<file path="src/rtl/iir_pkg.sv">
// -----------------------------------------------------------------------------
// iir_pkg
// Shared definitions for the multi-channel second-order-section IIR cascade:
//   - iir_state_e : sequencer states (IDLE, MAC, SAT, OUT)
//   - TERM_*      : coefficient term index within a section (b0,b1,b2,a1,a2)
//   - NTERM       : number of coefficient terms per section
//   - ACC_W       : accumulator width
// -----------------------------------------------------------------------------
package iir_pkg;

  localparam int ACC_W = 48;
  localparam int NTERM = 5;

  localparam logic [2:0] TERM_B0 = 3'd0;
  localparam logic [2:0] TERM_B1 = 3'd1;
  localparam logic [2:0] TERM_B2 = 3'd2;
  localparam logic [2:0] TERM_A1 = 3'd3;
  localparam logic [2:0] TERM_A2 = 3'd4;

  typedef enum logic [1:0] {
    ST_IDLE = 2'd0,
    ST_MAC  = 2'd1,
    ST_SAT  = 2'd2,
    ST_OUT  = 2'd3
  } iir_state_e;

endpackage

</file>
<file path="src/rtl/iir_mac.sv">
// -----------------------------------------------------------------------------
// iir_mac
// Single shared multiplier with a registered accumulator.
//   clk, rst_n : clock, asynchronous active-low reset
//   en         : update the accumulator this cycle
//   load       : replace accumulator with the new term (else add to it)
//   sub        : negate the product before load/accumulate (feedback terms)
//   din, coef  : signed multiplier operands
//   acc        : signed accumulator, full-precision products
// -----------------------------------------------------------------------------
module iir_mac
  import iir_pkg::*;
#(
  parameter int DATA_W = 25,
  parameter int COEF_W = 18
) (
  input  logic                     clk,
  input  logic                     rst_n,
  input  logic                     en,
  input  logic                     load,
  input  logic                     sub,
  input  logic signed [DATA_W-1:0] din,
  input  logic signed [COEF_W-1:0] coef,
  output logic signed [ACC_W-1:0]  acc
);

  localparam int PROD_W = DATA_W + COEF_W;

  logic signed [PROD_W-1:0] prod_p0;
  logic signed [ACC_W-1:0]  term_p0;
  logic signed [ACC_W-1:0]  acc_d;
  logic signed [ACC_W-1:0]  acc_p1;

  // Stage p0: product, sign extension, optional negation
  always_comb begin
    prod_p0 = din * coef;
    term_p0 = {{(ACC_W-PROD_W){prod_p0[PROD_W-1]}}, prod_p0};
    if (sub) begin
      term_p0 = -term_p0;
    end
    acc_d = acc_p1;
    if (en) begin
      acc_d = load ? term_p0 : (acc_p1 + term_p0);
    end
  end

  // Stage p1: accumulator register
  always_ff @(posedge clk or negedge rst_n) begin
    if (!rst_n) begin
      acc_p1 <= '0;
    end else begin
      acc_p1 <= acc_d;
    end
  end

  assign acc = acc_p1;

endmodule

</file>
<file path="src/rtl/iir_sos_cascade_mc.sv">
// -----------------------------------------------------------------------------
// iir_sos_cascade_mc
// Multi-channel cascade of Direct Form I biquads sharing one multiplier.
// A sample is accepted in IDLE, each section takes five MAC cycles plus one
// SAT cycle (round half-up, saturate, shift history), then OUT presents the
// result. History (x1,x2,y1,y2) is kept per channel per section.
//
// Ports:
//   clk, resetn        : clock, asynchronous active-low reset
//   in_valid/in_ready  : sample handshake; in_ch channel, in_data sample
//   out_valid          : one-cycle pulse with out_ch / out_data
//   cfg_we/addr/data   : coefficient write, addr = 5*section + term
//   cfg_err            : one-cycle pulse on dropped write or bad channel
//   sat_cnt            : saturating count of clipping SAT cycles
//                        (present only when IIR_SAT_CNT_EN is defined)
//   state_clr          : zero all history (deferred until IDLE)
// Macro: IIR_SAT_CNT_EN enables the sat_cnt port and counter.
// -----------------------------------------------------------------------------
module iir_sos_cascade_mc
  import iir_pkg::*;
#(
  parameter int NDINT  = 3,
  parameter int NDFRAC = 22,
  parameter int NCINT  = 4,
  parameter int NCFRAC = 14,
  parameter int NSOS   = 2,
  parameter int NCH    = 2
) (
  input  logic                                     clk,
  input  logic                                     resetn,
  input  logic                                     in_valid,
  output logic                                     in_ready,
  input  logic [((NCH > 1) ? $clog2(NCH) : 1)-1:0] in_ch,
  input  logic signed [NDINT+NDFRAC-1:0]           in_data,
  output logic                                     out_valid,
  output logic [((NCH > 1) ? $clog2(NCH) : 1)-1:0] out_ch,
  output logic signed [NDINT+NDFRAC-1:0]           out_data,
  input  logic                                     cfg_we,
  input  logic [$clog2(NSOS*5)-1:0]                cfg_addr,
  input  logic signed [NCINT+NCFRAC-1:0]           cfg_data,
  output logic                                     cfg_err,
`ifdef IIR_SAT_CNT_EN
  output logic [15:0]                              sat_cnt,
`endif
  input  logic                                     state_clr
);

  localparam int DW    = NDINT + NDFRAC;
  localparam int CW    = NCINT + NCFRAC;
  localparam int CHW   = (NCH > 1) ? $clog2(NCH) : 1;
  localparam int SW    = (NSOS > 1) ? $clog2(NSOS) : 1;
  localparam int NCOEF = NSOS * NTERM;
  localparam int CIW   = $clog2(NCOEF);

  localparam logic signed [ACC_W-1:0] RND  = ACC_W'(64'sd1 <<< (NCFRAC-1));
  localparam logic signed [ACC_W-1:0] DMAX = ACC_W'((64'sd1 <<< (DW-1)) - 64'sd1);
  localparam logic signed [ACC_W-1:0] DMIN = ACC_W'(-(64'sd1 <<< (DW-1)));

  function automatic logic signed [ACC_W-1:0] round_half_up(input logic signed [ACC_W-1:0] a);
    return (a + RND) >>> NCFRAC;
  endfunction

  function automatic logic sat_hit(input logic signed [ACC_W-1:0] v);
    return (v > DMAX) || (v < DMIN);
  endfunction

  function automatic logic signed [DW-1:0] sat_data(input logic signed [ACC_W-1:0] v);
    if (v > DMAX) begin
      return DMAX[DW-1:0];
    end else if (v < DMIN) begin
      return DMIN[DW-1:0];
    end
    return v[DW-1:0];
  endfunction

  iir_state_e              state_q, state_d;
  logic [SW-1:0]           sec_q, sec_d;
  logic [2:0]              term_q, term_d;
  logic [CHW-1:0]          ch_q, ch_d;
  logic signed [DW-1:0]    smp_q, smp_d;
  logic                    rdy_q, rdy_d;
  logic                    clr_pend_q, clr_pend_d;
  logic                    out_valid_q, out_valid_d;
  logic [CHW-1:0]          out_ch_q, out_ch_d;
  logic signed [DW-1:0]    out_data_q, out_data_d;
  logic                    cfg_err_q, cfg_err_d;
  logic signed [CW-1:0]    coef_q [NCOEF];
  logic signed [CW-1:0]    coef_d [NCOEF];
  logic signed [DW-1:0]    x1_q [NCH][NSOS];
  logic signed [DW-1:0]    x1_d [NCH][NSOS];
  logic signed [DW-1:0]    x2_q [NCH][NSOS];
  logic signed [DW-1:0]    x2_d [NCH][NSOS];
  logic signed [DW-1:0]    y1_q [NCH][NSOS];
  logic signed [DW-1:0]    y1_d [NCH][NSOS];
  logic signed [DW-1:0]    y2_q [NCH][NSOS];
  logic signed [DW-1:0]    y2_d [NCH][NSOS];
`ifdef IIR_SAT_CNT_EN
  logic [15:0]             sat_cnt_q, sat_cnt_d;
`endif

  logic                    accept;
  logic                    ch_ok;
  logic                    clr_now;
  logic [CIW-1:0]          cidx;
  logic                    mac_en, mac_load, mac_sub;
  logic signed [DW-1:0]    mac_din;
  logic signed [CW-1:0]    mac_coef;
  logic signed [ACC_W-1:0] acc;
  logic signed [ACC_W-1:0] acc_rnd;
  logic signed [DW-1:0]    sec_y;
  logic                    clip;

  // A clear request (new or pending) blocks acceptance for its cycle.
  assign in_ready = rdy_q && !state_clr && !clr_pend_q;
  assign accept   = in_valid && in_ready;
  assign ch_ok    = int'(in_ch) < NCH;
  assign clr_now  = (state_q == ST_IDLE) && (state_clr || clr_pend_q);
  assign cidx     = CIW'(int'(sec_q) * NTERM + int'(term_q));

  // Stage p0: operand select for the shared multiplier
  always_comb begin
    mac_en   = (state_q == ST_MAC);
    mac_load = (term_q == TERM_B0);
    mac_sub  = (term_q >= TERM_A1);
    mac_coef = coef_q[cidx];
    case (term_q)
      TERM_B0: mac_din = smp_q;
      TERM_B1: mac_din = x1_q[ch_q][sec_q];
      TERM_B2: mac_din = x2_q[ch_q][sec_q];
      TERM_A1: mac_din = y1_q[ch_q][sec_q];
      TERM_A2: mac_din = y2_q[ch_q][sec_q];
      default: mac_din = '0;
    endcase
  end

  iir_mac #(
    .DATA_W (DW),
    .COEF_W (CW)
  ) u_mac (
    .clk   (clk),
    .rst_n (resetn),
    .en    (mac_en),
    .load  (mac_load),
    .sub   (mac_sub),
    .din   (mac_din),
    .coef  (mac_coef),
    .acc   (acc)
  );

  // Stage p1: section result from the completed accumulation
  assign acc_rnd = round_half_up(acc);
  assign sec_y   = sat_data(acc_rnd);
  assign clip    = sat_hit(acc_rnd);

  always_comb begin
    state_d     = state_q;
    sec_d       = sec_q;
    term_d      = term_q;
    ch_d        = ch_q;
    smp_d       = smp_q;
    rdy_d       = rdy_q;
    clr_pend_d  = clr_pend_q;
    out_valid_d = 1'b0;
    out_ch_d    = out_ch_q;
    out_data_d  = out_data_q;
    cfg_err_d   = 1'b0;
    coef_d      = coef_q;
    x1_d        = x1_q;
    x2_d        = x2_q;
    y1_d        = y1_q;
    y2_d        = y2_q;
`ifdef IIR_SAT_CNT_EN
    sat_cnt_d   = sat_cnt_q;
`endif

    // Coefficients may only change while idle and not racing an accept.
    if (cfg_we) begin
      if ((state_q == ST_IDLE) && !accept && (int'(cfg_addr) < NCOEF)) begin
        coef_d[cfg_addr] = cfg_data;
      end else begin
        cfg_err_d = 1'b1;
      end
    end

    if (clr_now) begin
      clr_pend_d = 1'b0;
      for (int c = 0; c < NCH; c++) begin
        for (int s = 0; s < NSOS; s++) begin
          x1_d[c][s] = '0;
          x2_d[c][s] = '0;
          y1_d[c][s] = '0;
          y2_d[c][s] = '0;
        end
      end
`ifdef IIR_SAT_CNT_EN
      sat_cnt_d = '0;
`endif
    end else if (state_clr) begin
      clr_pend_d = 1'b1;
    end

    case (state_q)
      ST_IDLE: begin
        rdy_d = 1'b1;
        if (accept) begin
          if (ch_ok) begin
            state_d = ST_MAC;
            sec_d   = '0;
            term_d  = TERM_B0;
            ch_d    = in_ch;
            smp_d   = in_data;
            rdy_d   = 1'b0;
          end else begin
            cfg_err_d = 1'b1;
          end
        end
      end
      ST_MAC: begin
        if (term_q == TERM_A2) begin
          state_d = ST_SAT;
          term_d  = TERM_B0;
        end else begin
          term_d = term_q + 3'd1;
        end
      end
      ST_SAT: begin
        x2_d[ch_q][sec_q] = x1_q[ch_q][sec_q];
        x1_d[ch_q][sec_q] = smp_q;
        y2_d[ch_q][sec_q] = y1_q[ch_q][sec_q];
        y1_d[ch_q][sec_q] = sec_y;
        smp_d             = sec_y;
`ifdef IIR_SAT_CNT_EN
        if (clip && (sat_cnt_q != 16'hFFFF)) begin
          sat_cnt_d = sat_cnt_q + 16'd1;
        end
`endif
        if (sec_q == SW'(NSOS-1)) begin
          state_d = ST_OUT;
        end else begin
          state_d = ST_MAC;
          sec_d   = sec_q + SW'(1);
        end
      end
      ST_OUT: begin
        out_valid_d = 1'b1;
        out_ch_d    = ch_q;
        out_data_d  = smp_q;
        state_d     = ST_IDLE;
        rdy_d       = 1'b1;
      end
      default: state_d = ST_IDLE;
    endcase
  end

  always_ff @(posedge clk or negedge resetn) begin
    if (!resetn) begin
      state_q     <= ST_IDLE;
      sec_q       <= '0;
      term_q      <= TERM_B0;
      ch_q        <= '0;
      smp_q       <= '0;
      rdy_q       <= 1'b0;
      clr_pend_q  <= 1'b0;
      out_valid_q <= 1'b0;
      out_ch_q    <= '0;
      out_data_q  <= '0;
      cfg_err_q   <= 1'b0;
      for (int i = 0; i < NCOEF; i++) begin
        coef_q[i] <= '0;
      end
      for (int c = 0; c < NCH; c++) begin
        for (int s = 0; s < NSOS; s++) begin
          x1_q[c][s] <= '0;
          x2_q[c][s] <= '0;
          y1_q[c][s] <= '0;
          y2_q[c][s] <= '0;
        end
      end
`ifdef IIR_SAT_CNT_EN
      sat_cnt_q   <= '0;
`endif
    end else begin
      state_q     <= state_d;
      sec_q       <= sec_d;
      term_q      <= term_d;
      ch_q        <= ch_d;
      smp_q       <= smp_d;
      rdy_q       <= rdy_d;
      clr_pend_q  <= clr_pend_d;
      out_valid_q <= out_valid_d;
      out_ch_q    <= out_ch_d;
      out_data_q  <= out_data_d;
      cfg_err_q   <= cfg_err_d;
      coef_q      <= coef_d;
      x1_q        <= x1_d;
      x2_q        <= x2_d;
      y1_q        <= y1_d;
      y2_q        <= y2_d;
`ifdef IIR_SAT_CNT_EN
      sat_cnt_q   <= sat_cnt_d;
`endif
    end
  end

  assign out_valid = out_valid_q;
  assign out_ch    = out_ch_q;
  assign out_data  = out_data_q;
  assign cfg_err   = cfg_err_q;
`ifdef IIR_SAT_CNT_EN
  assign sat_cnt   = sat_cnt_q;
`endif

endmodule

</file>
<file path="config.mk">
export PLATFORM = sky130hd
export DESIGN_NAME = iir_sos_cascade_mc
export DESIGN_NICKNAME = d
export VERILOG_FILES = /design/src/rtl/iir_pkg.sv /design/src/rtl/iir_mac.sv /design/src/rtl/iir_sos_cascade_mc.sv
export SDC_FILE = /design/constraint.sdc
export NUM_CORES = 2
export LEC_CHECK = 0
export ABC_AREA = 0
export CAP_MARGIN = 40
export CORE_MARGIN = 2
export CORE_UTILIZATION = 45
export DETAILED_ROUTE_END_ITERATION = 8
export PLACE_DENSITY_LB_ADDON = 0.2
export REMOVE_ABC_BUFFERS = 1
export SLEW_MARGIN = 10
export SYNTH_ARGS = -nofsm -noshare
export SYNTH_HDL_FRONTEND = slang
export SYNTH_HIERARCHICAL = 1
export SYNTH_SLANG_ARGS = --single-unit
</file>
<file path="constraint.sdc">
create_clock -name clk -period 12.7 [get_ports clk]
set_input_delay 1.27 -clock clk [delete_from_list [all_inputs] [get_ports clk]]
set_output_delay 1.27 -clock clk [all_outputs]
set_load 0.05 [all_outputs]
</file>
==> impl_metrics.ini <==
[timing]
clock.fmax_mhz = 82.9
fin_crit_sh_pct = 95.0
maxSlewHeadroom_pct = 38.4
slew_violations = 0
setup_viol = 0
rsz0062_at_grt = no
setup_ws_ps = 635
finalClockSkew_ps = 36.5
tightest_slew_ps = 924
hold_viol_final = 0
tns_ps = 0
period_needed_ps = 12070

[place]
dpl_worst_slack_ps = 498
place_inst = 6257
io_buffers = 81
gp_congestion = 0.942
hpwl_mm = 102

[routing]
drc = 0
drt_pass1_iterations = 5
wl_per_cell_um = 22.4
wirelength_mm = 143
antenna_left = 0
vias_per_cell = 5.87
dr_total_vias = 37500
detail_route.iter0.violations = 2757

[synth]
syn-instance-count = 4796
synth_edf_count = 0
yosysTopAreaCellShare_pct = 33.6
ys.warnings.count = 6
synthesis.area_mm2 = 0.0514
synth_ff_type = dfrtp_1
synth.avg_cell_area_um2 = 10.7
synth_seq_cells = 690
async_reset_ff_share_pct = 100
synth_area_leaders = dfrtp_1 34%, fa_1 17%, mux4_2 6.0%, a22o_1 5.1%, ha_1 4.1%
synth_seq_area_share_pct = 33.6
yosysTopAreaCell = dfrtp_1
ys_types = 100

[final_layout]
fillers = 10100
layout-drive-gt1-share_pct = 15.1
final_cell_mix = 688 x dfrtp_1, 538 x inv_1, 518 x nand2_1, 442 x fa_1, 300 x a22o_1
fin_cells = 6388
syn_to_final_growth_pct = 12.2
nets = 5499
final_common_cell = dfrtp_1

[global_routing]
overflow = 0
grt_max_degree = 84
antenna_found_initial = 1
grt_first_pass_wirelength_mm = 228
grt_usage_pct = 24.7
grt_pass1_vias = 38900

[worst_setup_path]
path_class = reg -> reg
cp-start-kind = register
worst-r2r-cell-count = 41
required_ps = 13180
endpoint_kind = register
cp.arrival_ps = 12540
cpPeakStageDelay_ps = 630
crit_path_max_fanout = 18
cp_slowest_cell = nor2b_4

[floorplan]
die_h_um = 342
dieArea_mm2 = 0.117
coreArea_mm2 = 0.113
initial_core_util_pct = 45.5
dieWidth_um = 342
std_cell_rows = 123
io_pins = 82

[clock_network]
h-tree-depth = 3
clock_latency_ps = 640
holdBufCountCts = 0
clock_path_buffers = 3
cts_tree = yes
clk_pin_slew_ps = 60
cts.root.buffer_cell = clkbuf_16
clock-sinks = 690
cts_made_buffers = 73

[flow_run]
cap_viol_max_count = 0

[outcome]
status = completed

[worst_hold_path]
hold_class = reg -> reg
holdPathStages = 2
registers in the layout, summed over array words and instances, names as in the netlist:
register and count:
coef_q 180, out_ch 1, x2_q 100, cfg_err 1
sec_q 1, smp_q 25, ch_q 1, state_q 2
u_mac/acc 48, term_q 3, x1_q 100, clr_pend_q 1
out_valid 1, out_data 25, rdy_q 1, y2_q 100
y1_q 100
layout make-up:
| cell class | instances | area, um^2 | area share, % |
|---|---|---|---|
| multi-input cells | 3253 | 31100 | 53.9 |
| flip-flops and latches | 690 | 17300 | 30.0 |
| repair buffers | 274 | 2890 | 5.02 |
| clock buffers | 106 | 2130 | 3.70 |
| inverters | 542 | 2040 | 3.54 |
| well taps | 1500 | 1880 | 3.26 |
| clock inverters | 22 | 350 | 0.608 |
| diodes | 1 | 2.50 | 0.00434 |
routing by layer:
metal | GRT usage (%) | vias to the layer above | part of all wire, %
met4 | 5.78 | 2 | 2.2
met3 | 3.06 | 170 | 5.1
li1 | - | 16600 | -
met1 | 35.1 | 19600 | 45
met5 | 0 | - | 0.0049
met2 | 40.6 | 1166 | 48
cell usage after synthesis (79+ instances only):
| cell type | n |
|---|---|
| nor2_1 | 185 |
| a22o_1 | 300 |
| mux4_2 | 136 |
| fa_1 | 442 |
| clkbuf_1 | 235 |
| o21ai_0 | 79 |
| ha_1 | 170 |
| mux2_2 | 186 |
| inv_1 | 538 |
| nand2_1 | 518 |
| and2_1 | 157 |
| o211ai_1 | 106 |
| a21oi_1 | 143 |
| xnor2_1 | 85 |
| dfrtp_1 | 690 |
path summary, 6_finish.rpt:
check / startpoint / to / slack, ps
setup reg to reg: term_q[0] / u_mac/acc[47] / 630
hold / removal: y1_q[24] / y1_q[24] / 490
max in group asynchronous: resetn / out_data[12] / 9470
hold reg to reg: y1_q[24] / y1_q[24] / 490
setup / recovery: term_q[0] / u_mac/acc[47] / 630
min in group asynchronous: resetn / x1_q[46] / 620
cells by family after synthesis:
logic type | synth area share (%)
AND/OR/NAND/NOR | 10.9
AO/OA/AOI/OAI | 13.7
buffers and inverters | 6.42
flip-flops | 33.6
adder cells (fa/ha/maj) | 21.4
multiplexers | 11.6
XOR/XNOR | 2.40
worst max-delay path: cells and delay by family (launching register included):
kind,cells,cell delay [ps]
xor+xnor,2,370
flops,1,460
compound gates,12,3070
buf+inv,9,1320
fa+ha+maj,9,4060
simple gates,9,2570
per-stage QoR:
stage	util [%]	hold slack, ps	cell area (um^2)
after floorplan	-	445	50100
after global placement	48.2	460	54400
after detailed placement	48.8	469	55100
after CTS	51.0	482	57500
after global routing	51.1	497	57600
final	51.1	486	57600
timing repair:
action                     4_1_cts  5_1_grt
setup endpoints to repair        0        4
gates resized for setup          0        8
buffers inserted                 0        1
Power is left out: the tool's default activity adds up to more than one toggle a clock period on the data nets, which glitch-free logic cannot reach.
